## src/rtl/coreir_cmp_stream_if.sv

```systemverilog
// Operand/result stream bundle for coreir_cmp_stream.
// The master side produces operands and consumes results.
interface coreir_cmp_stream_if #(
    parameter int WIDTH   = 4,
    parameter int LANES   = 1,
    parameter int COUNT_W = 8
);
    logic [LANES*WIDTH-1:0] I0;
    logic [LANES*WIDTH-1:0] I1;
    logic [2:0]             OP;
    logic                   SIGNED;
    logic                   I_VALID;
    logic                   I_READY;
    logic [LANES-1:0]       O;
    logic                   O_VALID;
    logic                   O_READY;
    logic                   CLR;
    logic [COUNT_W-1:0]     COUNT;
    logic                   ERR;

    modport master (
        output I0, I1, OP, SIGNED, I_VALID, O_READY, CLR,
        input  I_READY, O, O_VALID, COUNT, ERR
    );

    modport slave (
        input  I0, I1, OP, SIGNED, I_VALID, O_READY, CLR,
        output I_READY, O, O_VALID, COUNT, ERR
    );
endinterface

```

## src/rtl/coreir_cmp_stream.sv

```systemverilog
// Multi-lane streaming comparator: two-stage valid/ready pipeline with
// a saturating all-lanes-true counter and a sticky illegal-op flag.
module coreir_cmp_stream #(
    parameter int WIDTH   = 4,
    parameter int LANES   = 1,
    parameter int COUNT_W = 8
) (
    input logic                 CLK,
    input logic                 RESETN,
    coreir_cmp_stream_if.slave  bus
);

    logic [LANES*WIDTH-1:0] s1_a_q,   s1_a_d;
    logic [LANES*WIDTH-1:0] s1_b_q,   s1_b_d;
    logic [2:0]             s1_op_q,  s1_op_d;
    logic                   s1_sgn_q, s1_sgn_d;
    logic                   s1_v_q,   s1_v_d;
    logic                   s2_v_q,   s2_v_d;
    logic [LANES-1:0]       o_q,      o_d;
    logic [COUNT_W-1:0]     cnt_q,    cnt_d;
    logic                   err_q,    err_d;

    logic                   s2_load;
    logic                   in_xfer;
    logic                   out_xfer;
    logic                   illegal;
    logic [LANES-1:0]       cmp;

    // Sign-extend by one bit so a single signed compare covers both modes.
    function automatic logic lane_cmp(
        input logic [WIDTH-1:0] a,
        input logic [WIDTH-1:0] b,
        input logic [2:0]       op,
        input logic             sgn
    );
        logic [WIDTH:0] ax;
        logic [WIDTH:0] bx;
        logic           eq;
        logic           lt;
        logic           r;
        ax = {sgn & a[WIDTH-1], a};
        bx = {sgn & b[WIDTH-1], b};
        eq = (a == b);
        lt = ($signed(ax) < $signed(bx));
        unique case (op)
            3'd0:    r = eq;
            3'd1:    r = !eq;
            3'd2:    r = lt;
            3'd3:    r = lt | eq;
            3'd4:    r = !(lt | eq);
            3'd5:    r = !lt;
            default: r = 1'b0;
        endcase
        return r;
    endfunction

    assign s2_load     = s1_v_q & (!s2_v_q | bus.O_READY);
    assign bus.I_READY = !s1_v_q | s2_load;
    assign in_xfer     = bus.I_VALID & bus.I_READY;
    assign out_xfer    = s2_v_q & bus.O_READY;
    assign illegal     = s1_op_q[2] & s1_op_q[1];

    always_comb begin
        cmp = '0;
        for (int k = 0; k < LANES; k++) begin
            cmp[k] = lane_cmp(s1_a_q[k*WIDTH +: WIDTH],
                              s1_b_q[k*WIDTH +: WIDTH],
                              s1_op_q, s1_sgn_q);
        end
    end

    always_comb begin
        s1_a_d   = s1_a_q;
        s1_b_d   = s1_b_q;
        s1_op_d  = s1_op_q;
        s1_sgn_d = s1_sgn_q;
        s1_v_d   = s1_v_q;
        if (in_xfer) begin
            s1_a_d   = bus.I0;
            s1_b_d   = bus.I1;
            s1_op_d  = bus.OP;
            s1_sgn_d = bus.SIGNED;
            s1_v_d   = 1'b1;
        end else if (s2_load) begin
            s1_v_d   = 1'b0;
        end
    end

    // O is forced to zero whenever the output stage empties.
    always_comb begin
        s2_v_d = s2_v_q;
        o_d    = o_q;
        if (s2_load) begin
            s2_v_d = 1'b1;
            o_d    = cmp;
        end else if (out_xfer) begin
            s2_v_d = 1'b0;
            o_d    = '0;
        end
    end

    // Clear beats increment; a same-cycle illegal op beats clear.
    always_comb begin
        cnt_d = cnt_q;
        if (bus.CLR) begin
            cnt_d = '0;
        end else if (out_xfer && (&o_q) && !(&cnt_q)) begin
            cnt_d = cnt_q + 1'b1;
        end
        err_d = (err_q & !bus.CLR) | (s2_load & illegal);
    end

    always_ff @(posedge CLK) begin
        if (!RESETN) begin
            s1_a_q   <= '0;
            s1_b_q   <= '0;
            s1_op_q  <= '0;
            s1_sgn_q <= 1'b0;
            s1_v_q   <= 1'b0;
            s2_v_q   <= 1'b0;
            o_q      <= '0;
            cnt_q    <= '0;
            err_q    <= 1'b0;
        end else begin
            s1_a_q   <= s1_a_d;
            s1_b_q   <= s1_b_d;
            s1_op_q  <= s1_op_d;
            s1_sgn_q <= s1_sgn_d;
            s1_v_q   <= s1_v_d;
            s2_v_q   <= s2_v_d;
            o_q      <= o_d;
            cnt_q    <= cnt_d;
            err_q    <= err_d;
        end
    end

    assign bus.O       = o_q;
    assign bus.O_VALID = s2_v_q;
    assign bus.COUNT   = cnt_q;
    assign bus.ERR     = err_q;

endmodule

```

## src/flat_wrapper.sv

```systemverilog
// flat-port wrapper written by rule: the top's interface ports become plain ports
module coreir_cmp_stream_flat 
#(
    parameter int WIDTH   = 4,
    parameter int LANES   = 1,
    parameter int COUNT_W = 8
)
  (CLK, RESETN, bus_I0, bus_I1, bus_OP, bus_SIGNED, bus_I_VALID, bus_O_READY, bus_CLR, bus_I_READY, bus_O, bus_O_VALID, bus_COUNT, bus_ERR);
  coreir_cmp_stream_if #(.WIDTH(WIDTH), .LANES(LANES), .COUNT_W(COUNT_W)) bus_i ();
  input logic CLK;
  input logic RESETN;
  input wire logic [$bits(bus_i.I0)-1:0] bus_I0;
  input wire logic [$bits(bus_i.I1)-1:0] bus_I1;
  input wire logic [$bits(bus_i.OP)-1:0] bus_OP;
  input wire logic [$bits(bus_i.SIGNED)-1:0] bus_SIGNED;
  input wire logic [$bits(bus_i.I_VALID)-1:0] bus_I_VALID;
  input wire logic [$bits(bus_i.O_READY)-1:0] bus_O_READY;
  input wire logic [$bits(bus_i.CLR)-1:0] bus_CLR;
  output wire logic [$bits(bus_i.I_READY)-1:0] bus_I_READY;
  output wire logic [$bits(bus_i.O)-1:0] bus_O;
  output wire logic [$bits(bus_i.O_VALID)-1:0] bus_O_VALID;
  output wire logic [$bits(bus_i.COUNT)-1:0] bus_COUNT;
  output wire logic [$bits(bus_i.ERR)-1:0] bus_ERR;
  assign bus_i.I0 = bus_I0;
  assign bus_i.I1 = bus_I1;
  assign bus_i.OP = bus_OP;
  assign bus_i.SIGNED = bus_SIGNED;
  assign bus_i.I_VALID = bus_I_VALID;
  assign bus_i.O_READY = bus_O_READY;
  assign bus_i.CLR = bus_CLR;
  assign bus_I_READY = bus_i.I_READY;
  assign bus_O = bus_i.O;
  assign bus_O_VALID = bus_i.O_VALID;
  assign bus_COUNT = bus_i.COUNT;
  assign bus_ERR = bus_i.ERR;
  coreir_cmp_stream #(.WIDTH(WIDTH), .LANES(LANES), .COUNT_W(COUNT_W)) u_core (.CLK(CLK), .RESETN(RESETN), .bus(bus_i));
endmodule
```

## config.mk

```make
export PLATFORM = sky130hd
export DESIGN_NAME = coreir_cmp_stream_flat
export DESIGN_NICKNAME = d
export VERILOG_FILES = /design/src/rtl/coreir_cmp_stream_if.sv /design/src/rtl/coreir_cmp_stream.sv /design/src/flat_wrapper.sv
export SDC_FILE = /design/constraint.sdc
export NUM_CORES = 1
export LEC_CHECK = 0
export CAP_MARGIN = 20
export CORE_MARGIN = 3
export CORE_UTILIZATION = 45
export DETAILED_ROUTE_END_ITERATION = 10
export PLACE_DENSITY_LB_ADDON = 0.25
export SYNTH_ARGS = -nofsm -noshare
export SYNTH_HDL_FRONTEND = slang
export SYNTH_SLANG_ARGS = --single-unit
```

## constraint.sdc

```tcl
create_clock -name CLK -period 2.25 [get_ports CLK]
set_clock_uncertainty 0.1 [all_clocks]
set_input_delay 0.3375 -clock CLK [delete_from_list [all_inputs] [get_ports CLK]]
set_output_delay 0.3375 -clock CLK [all_outputs]
set_load 0.005 [all_outputs]
```

## After elaboration in Yosys (flattened, before gate mapping)

Index checks and enable logic that the tools add are counted.

| storage, ports and cells | value |
|---|---|
| register bits after elaboration | 24 |
| bits of input ports | 17 |
| logic and storage cells | 50 |

| cells by class | value |
|---|---|
| add/subtract/negate cells | 1 |
| order comparisons | 1 |
| equality and inequality tests | 6 |
| multiplexer cells | 6 |
| bitwise logic cells | 13 |
| reduce and logical (&&, ||, !) cells | 14 |

Operators by type and width:

| operator | count |
|---|---|
| adder 8 x 1 -> 8 bit, second input constant | 1 |
| AND 1 bit | 8 |
| AND reduction 8 bit | 1 |
| logical NOT 1 bit | 7 |
| == test 3 x 2 -> 1 bit, second input constant | 2 |
| == test 3 bit, second input constant | 2 |
| one-hot mux 1 bit (6 select lines) | 1 |
| less-than comparator 5 bit | 1 |
| two-way mux 1 bit | 5 |
| == test 4 bit | 1 |
| OR 1 bit | 4 |
| nonzero test 2 bit | 2 |
| == test 3 x 1 -> 1 bit, second input constant | 1 |
| logical NOT 3 bit | 1 |
| logical AND 1 bit | 2 |
| OR reduction 2 bit | 1 |
| inverter 1 bit | 1 |

## Logic depth before layout (Yosys ltp)

| depth | value |
|---|---|
| depth after elaboration | 6 |
| gate-level depth with buffers | 6 |
| depth with buffers taken out | 6 |

## Least setup slack after synthesis

OpenSTA, ideal clock, no wires.

| path | value |
|---|---|
| path type | register to register |
| from | register u_core.cnt_q[0], in the netlist u_core.bus.COUNT[0] |
| to | register u_core.cnt_q[5], in the netlist u_core.bus.COUNT[5] |
| setup time | 0.126 ns |
| arrival | 1.303 ns |
| data required time | 2.024 ns |
| slack | 0.721 ns |
| cell stages (with the launch flop) | 6 |
| buffers on the path | 0 |
| period minus slack after synthesis | 1.529 ns |
| cell sequence | dfxtp_1 -> ha_1 -> and3_4 -> a2111oi_4 -> xnor2_1 -> nor2_1 |

| on the way | value |
|---|---|
| word-level cells in the longest chain between the ends | 3 |

RTL lines:

| what | RTL line | source |
|---|---|---|
| from (decl) | coreir_cmp_stream.sv:20 | `logic [COUNT_W-1:0] cnt_q, cnt_d;` |
| from (signal assigned) | coreir_cmp_stream.sv:132 | `cnt_q <= cnt_d;` |
| branches (longest 3 deep; another with adder 8 x 1 -> 8 bit) | - |  |

Parallel ways; which one is timed is not known.
A chain may end at the register's enable or synchronous reset.

## Worst setup path in the final report

| path | value |
|---|---|
| from | input bus_O_READY |
| to | output bus_I_READY |

| on the way | value |
|---|---|
| word-level cells in the longest chain between the ends | 3 |

RTL lines:

| what | RTL line | source |
|---|---|---|
| from (decl) | flat_wrapper.sv:17 | `input wire logic [$bits(bus_i.O_READY)-1:0] bus_O_READY;` |
| OR 1 bit | coreir_cmp_stream.sv:57 | `assign s2_load = s1_v_q & (!s2_v_q \| bus.O_READY);` |
| AND 1 bit | coreir_cmp_stream.sv:57 |  |
| OR 1 bit | coreir_cmp_stream.sv:58 | `assign bus.I_READY = !s1_v_q \| s2_load;` |
| to (decl) | flat_wrapper.sv:19 | `output wire logic [$bits(bus_i.I_READY)-1:0] bus_I_READY;` |

Every way passes these cells.

==> impl_metrics.env <==
export IMPL_status="completed"
export IMPL_via_per_inst=5.41
export IMPL_finalCriticalPeriod_ps=2100
export IMPL_area_delta_synth_final_pct=28.5
export IMPL_cts_buffers=3
export IMPL_max_clock_path_buffers=2
export IMPL_die_h_um=58.9
export IMPL_ctsHoldBuffers=0
export IMPL_vias=1087
export IMPL_tritoncts="done"
export IMPL_synth_ff_type="dfxtp_1"
export IMPL_gp_congestion=0.818
export IMPL_cts_sinks=24
export IMPL_synth_mux_area_frac=0.00795
export IMPL_antenna_cells=0
export IMPL_final_nets=194
export IMPL_cts_resized=0
export IMPL_coreArea_um2=2570
export IMPL_synth_adder_area_share=0.0497
export IMPL_design_area_um2=1620
export IMPL_start_util=0.490
export IMPL_cp_arrival_ps=1660
export IMPL_layout_drive_gt1_share=0.105
export IMPL_tightest_slew_ps=391
export IMPL_crit_fanout=9
export IMPL_portBuffers=28
export IMPL_first_pass_iters=4
export IMPL_grt_overflow=0
export IMPL_worstSetupPathType="input pin to output pin"
export IMPL_total_power_w=0.000802
export IMPL_slew_viol_final=0
export IMPL_synth_distinct_cells=40
export IMPL_synth_area_top_cells="dfxtp_1, nand3_1, a21boi_0"
export IMPL_drtIter0Drc=28
export IMPL_clk_latency_ps=320
export IMPL_grt_util_all_layers=0.160
export IMPL_p_leak_nw=0.549
export IMPL_fin_setup_tns_ps=0
export IMPL_synth_top_family_by_area="simple AND/OR/NAND/NOR gates"
export IMPL_finalHoldViolCount=0
export IMPL_grt_pass1_vias=953
export IMPL_fin_util=0.630
export IMPL_wl_per_cell_um=12.9
export IMPL_synthSimpleGateAreaFrac=0.243
export IMPL_avgSynthCellArea_um2=8.99
export IMPL_fmax_mhz=477
export IMPL_dp_hpwl_um=1910
export IMPL_grt_pass1_wl_um=4280
export IMPL_drv_cap=0
export IMPL_fin_cells=201
export IMPL_final_antenna_net_count=0
export IMPL_htreeDepth=1
export IMPL_netlist_instances=140
export IMPL_drc=0
export IMPL_die_w_um=58.9
export IMPL_dp_cells=197
export IMPL_synth_top_area_frac=0.382
export IMPL_setup_viol=0
export IMPL_yosysTopAreaCell="dfxtp_1"
export IMPL_crit_required_ps=1810
export IMPL_synth_compound_area_frac=0.220
export IMPL_grt_max_degree=17
export IMPL_min_period_over_period=0.932
export IMPL_power_density_nw_per_um2=495
export IMPL_path_clk_slew_ps=120
export IMPL_grt_setup_unrepaired="no"
export IMPL_synth_seq_cells=24
export IMPL_cts_setup_buffers=0
export IMPL_row_count=18
export IMPL_ir_drop_v=0.000378
export IMPL_io_pins=29
export IMPL_synth_seq_area_share=0.382
export IMPL_async_reset_ff_frac=0
export IMPL_synth_edf_count=0
export IMPL_cp_start_kind="input pin"
export IMPL_dieArea_um2=3470
export IMPL_syn_nets=162
export IMPL_slew_headroom=0.739
export IMPL_placed_area_um2=1580
export IMPL_yosys_warnings=0
export IMPL_antenna_found_initial=0
export IMPL_synth_xor_area_share=0.0487
export IMPL_cp_end_kind="output pin"
export IMPL_routed_wl_um=2600
export IMPL_hp_class="register to register"
export IMPL_synth_area_um2=1260
export IMPL_cts_root_buffer="clkbuf_4"
==> worst paths after layout <==
path,from,end,slack [ps],cells past startpoint
worst max-delay path,bus_O_READY,bus_I_READY,150,4
worst max register to register,u_core.s1_b_q[1]$_SDFFE_PN0P_,u_core.bus.O$_SDFFE_PN0P_,550,6
worst min register to register,u_core.s1_a_q[0]$_SDFFE_PN0P_,u_core.s1_a_q[0]$_SDFFE_PN0P_,370,2
worst min-delay path,u_core.s1_a_q[0]$_SDFFE_PN0P_,u_core.s1_a_q[0]$_SDFFE_PN0P_,370,2
==> sequential cells by signal, indices dropped and copies added, names as in the netlist <==
signal	flops
u_core.bus.COUNT	8
u_core.bus.ERR	1
u_core.bus.O	1
u_core.bus.O_VALID	1
u_core.s1_a_q	4
u_core.s1_b_q	4
u_core.s1_op_q	3
u_core.s1_sgn_q	1
u_core.s1_v_q	1
==> kinds of logic (layout without fill, tap and decap cells) <==
group / Yosys count / after routing
AOI/OAI and AO/OA: 33 / 33
xor gates and xnor gates: 7 / 7
adders and majority gates: 5 / 5
buffers and inverters: 14 / 45
DFF: 24 / 24
muxes: 1 / 1
and+or+nand+nor: 56 / 56
==> stage by stage <==
| step | hold WS (ps) | setup WS (ps) |
|---|---|---|
| finish | 373 | 153 |
| global route | 404 | 99.1 |
| CTS | 377 | 145 |
| detailed placement | 359 | 174 |
| global placement | 354 | 170 |
| floorplan | 343 | 721 |
==> cell usage after synthesis, types with 3 or more instances <==
cell and count:
a21boi_0 9, a21boi_1 4, a21oi_1 4, clkbuf_1 3, dfxtp_1 24, ha_1 5
inv_1 8, nand2_1 18, nand2b_1 3, nand3_1 14, nor2_1 6, xnor2_1 6
==> power breakdown <==
part / switching [W] / total [W] / internal [W] / leakage [nW]
Sequential: 0.0000130 / 0.000454 / 0.000441 / 0.196
Combinational: 0.0000520 / 0.000120 / 0.0000683 / 0.332
Clock: 0.000129 / 0.000228 / 0.0000990 / 0.0210
==> cell usage in the layout, fill, tap and decap left out, types with 2 or more instances in the layout <==
cell type	instances
nand3b_1	2
nor2_1	6
a21boi_1	4
ha_1	5
nand2b_1	3
nand3_1	14
a21oi_1	4
a211oi_1	2
inv_1	8
dfxtp_1	24
nor2b_1	2
buf_4	5
nand2_1	18
o21a_1	2
o31ai_1	2
nor4b_2	2
a21boi_0	9
xnor2_1	6
clkdlybuf4s50_1	28
nor3_1	2
clkbuf_4	3
==> cell type report <==
cell class,instances,area (um2)
Sequential cell,24,480
Clock buffer,4,36.3
Inverter,8,30.0
Fill cell,243,950
Tap cell,30,37.5
Multi-Input combinational cell,102,716
Timing Repair Buffer,33,318
==> per-layer routing <==
metal	part of all wire	vias up	wire, um	GRT usage
met1	0.49	498	1290	0.219
met5	0	-	0	0
met2	0.43	22	1130	0.243
met3	0.064	4	166	0.0548
met4	0.0081	0	21	0.0388
li1	-	563	-	-
==> worst max-delay path, stage by stage <==
cell and delay, ps:
clkdlybuf4s50_1 520, nand3b_1 130, buf_4 160, clkdlybuf4s50_1 510
(Power assumes the default switching activity.)
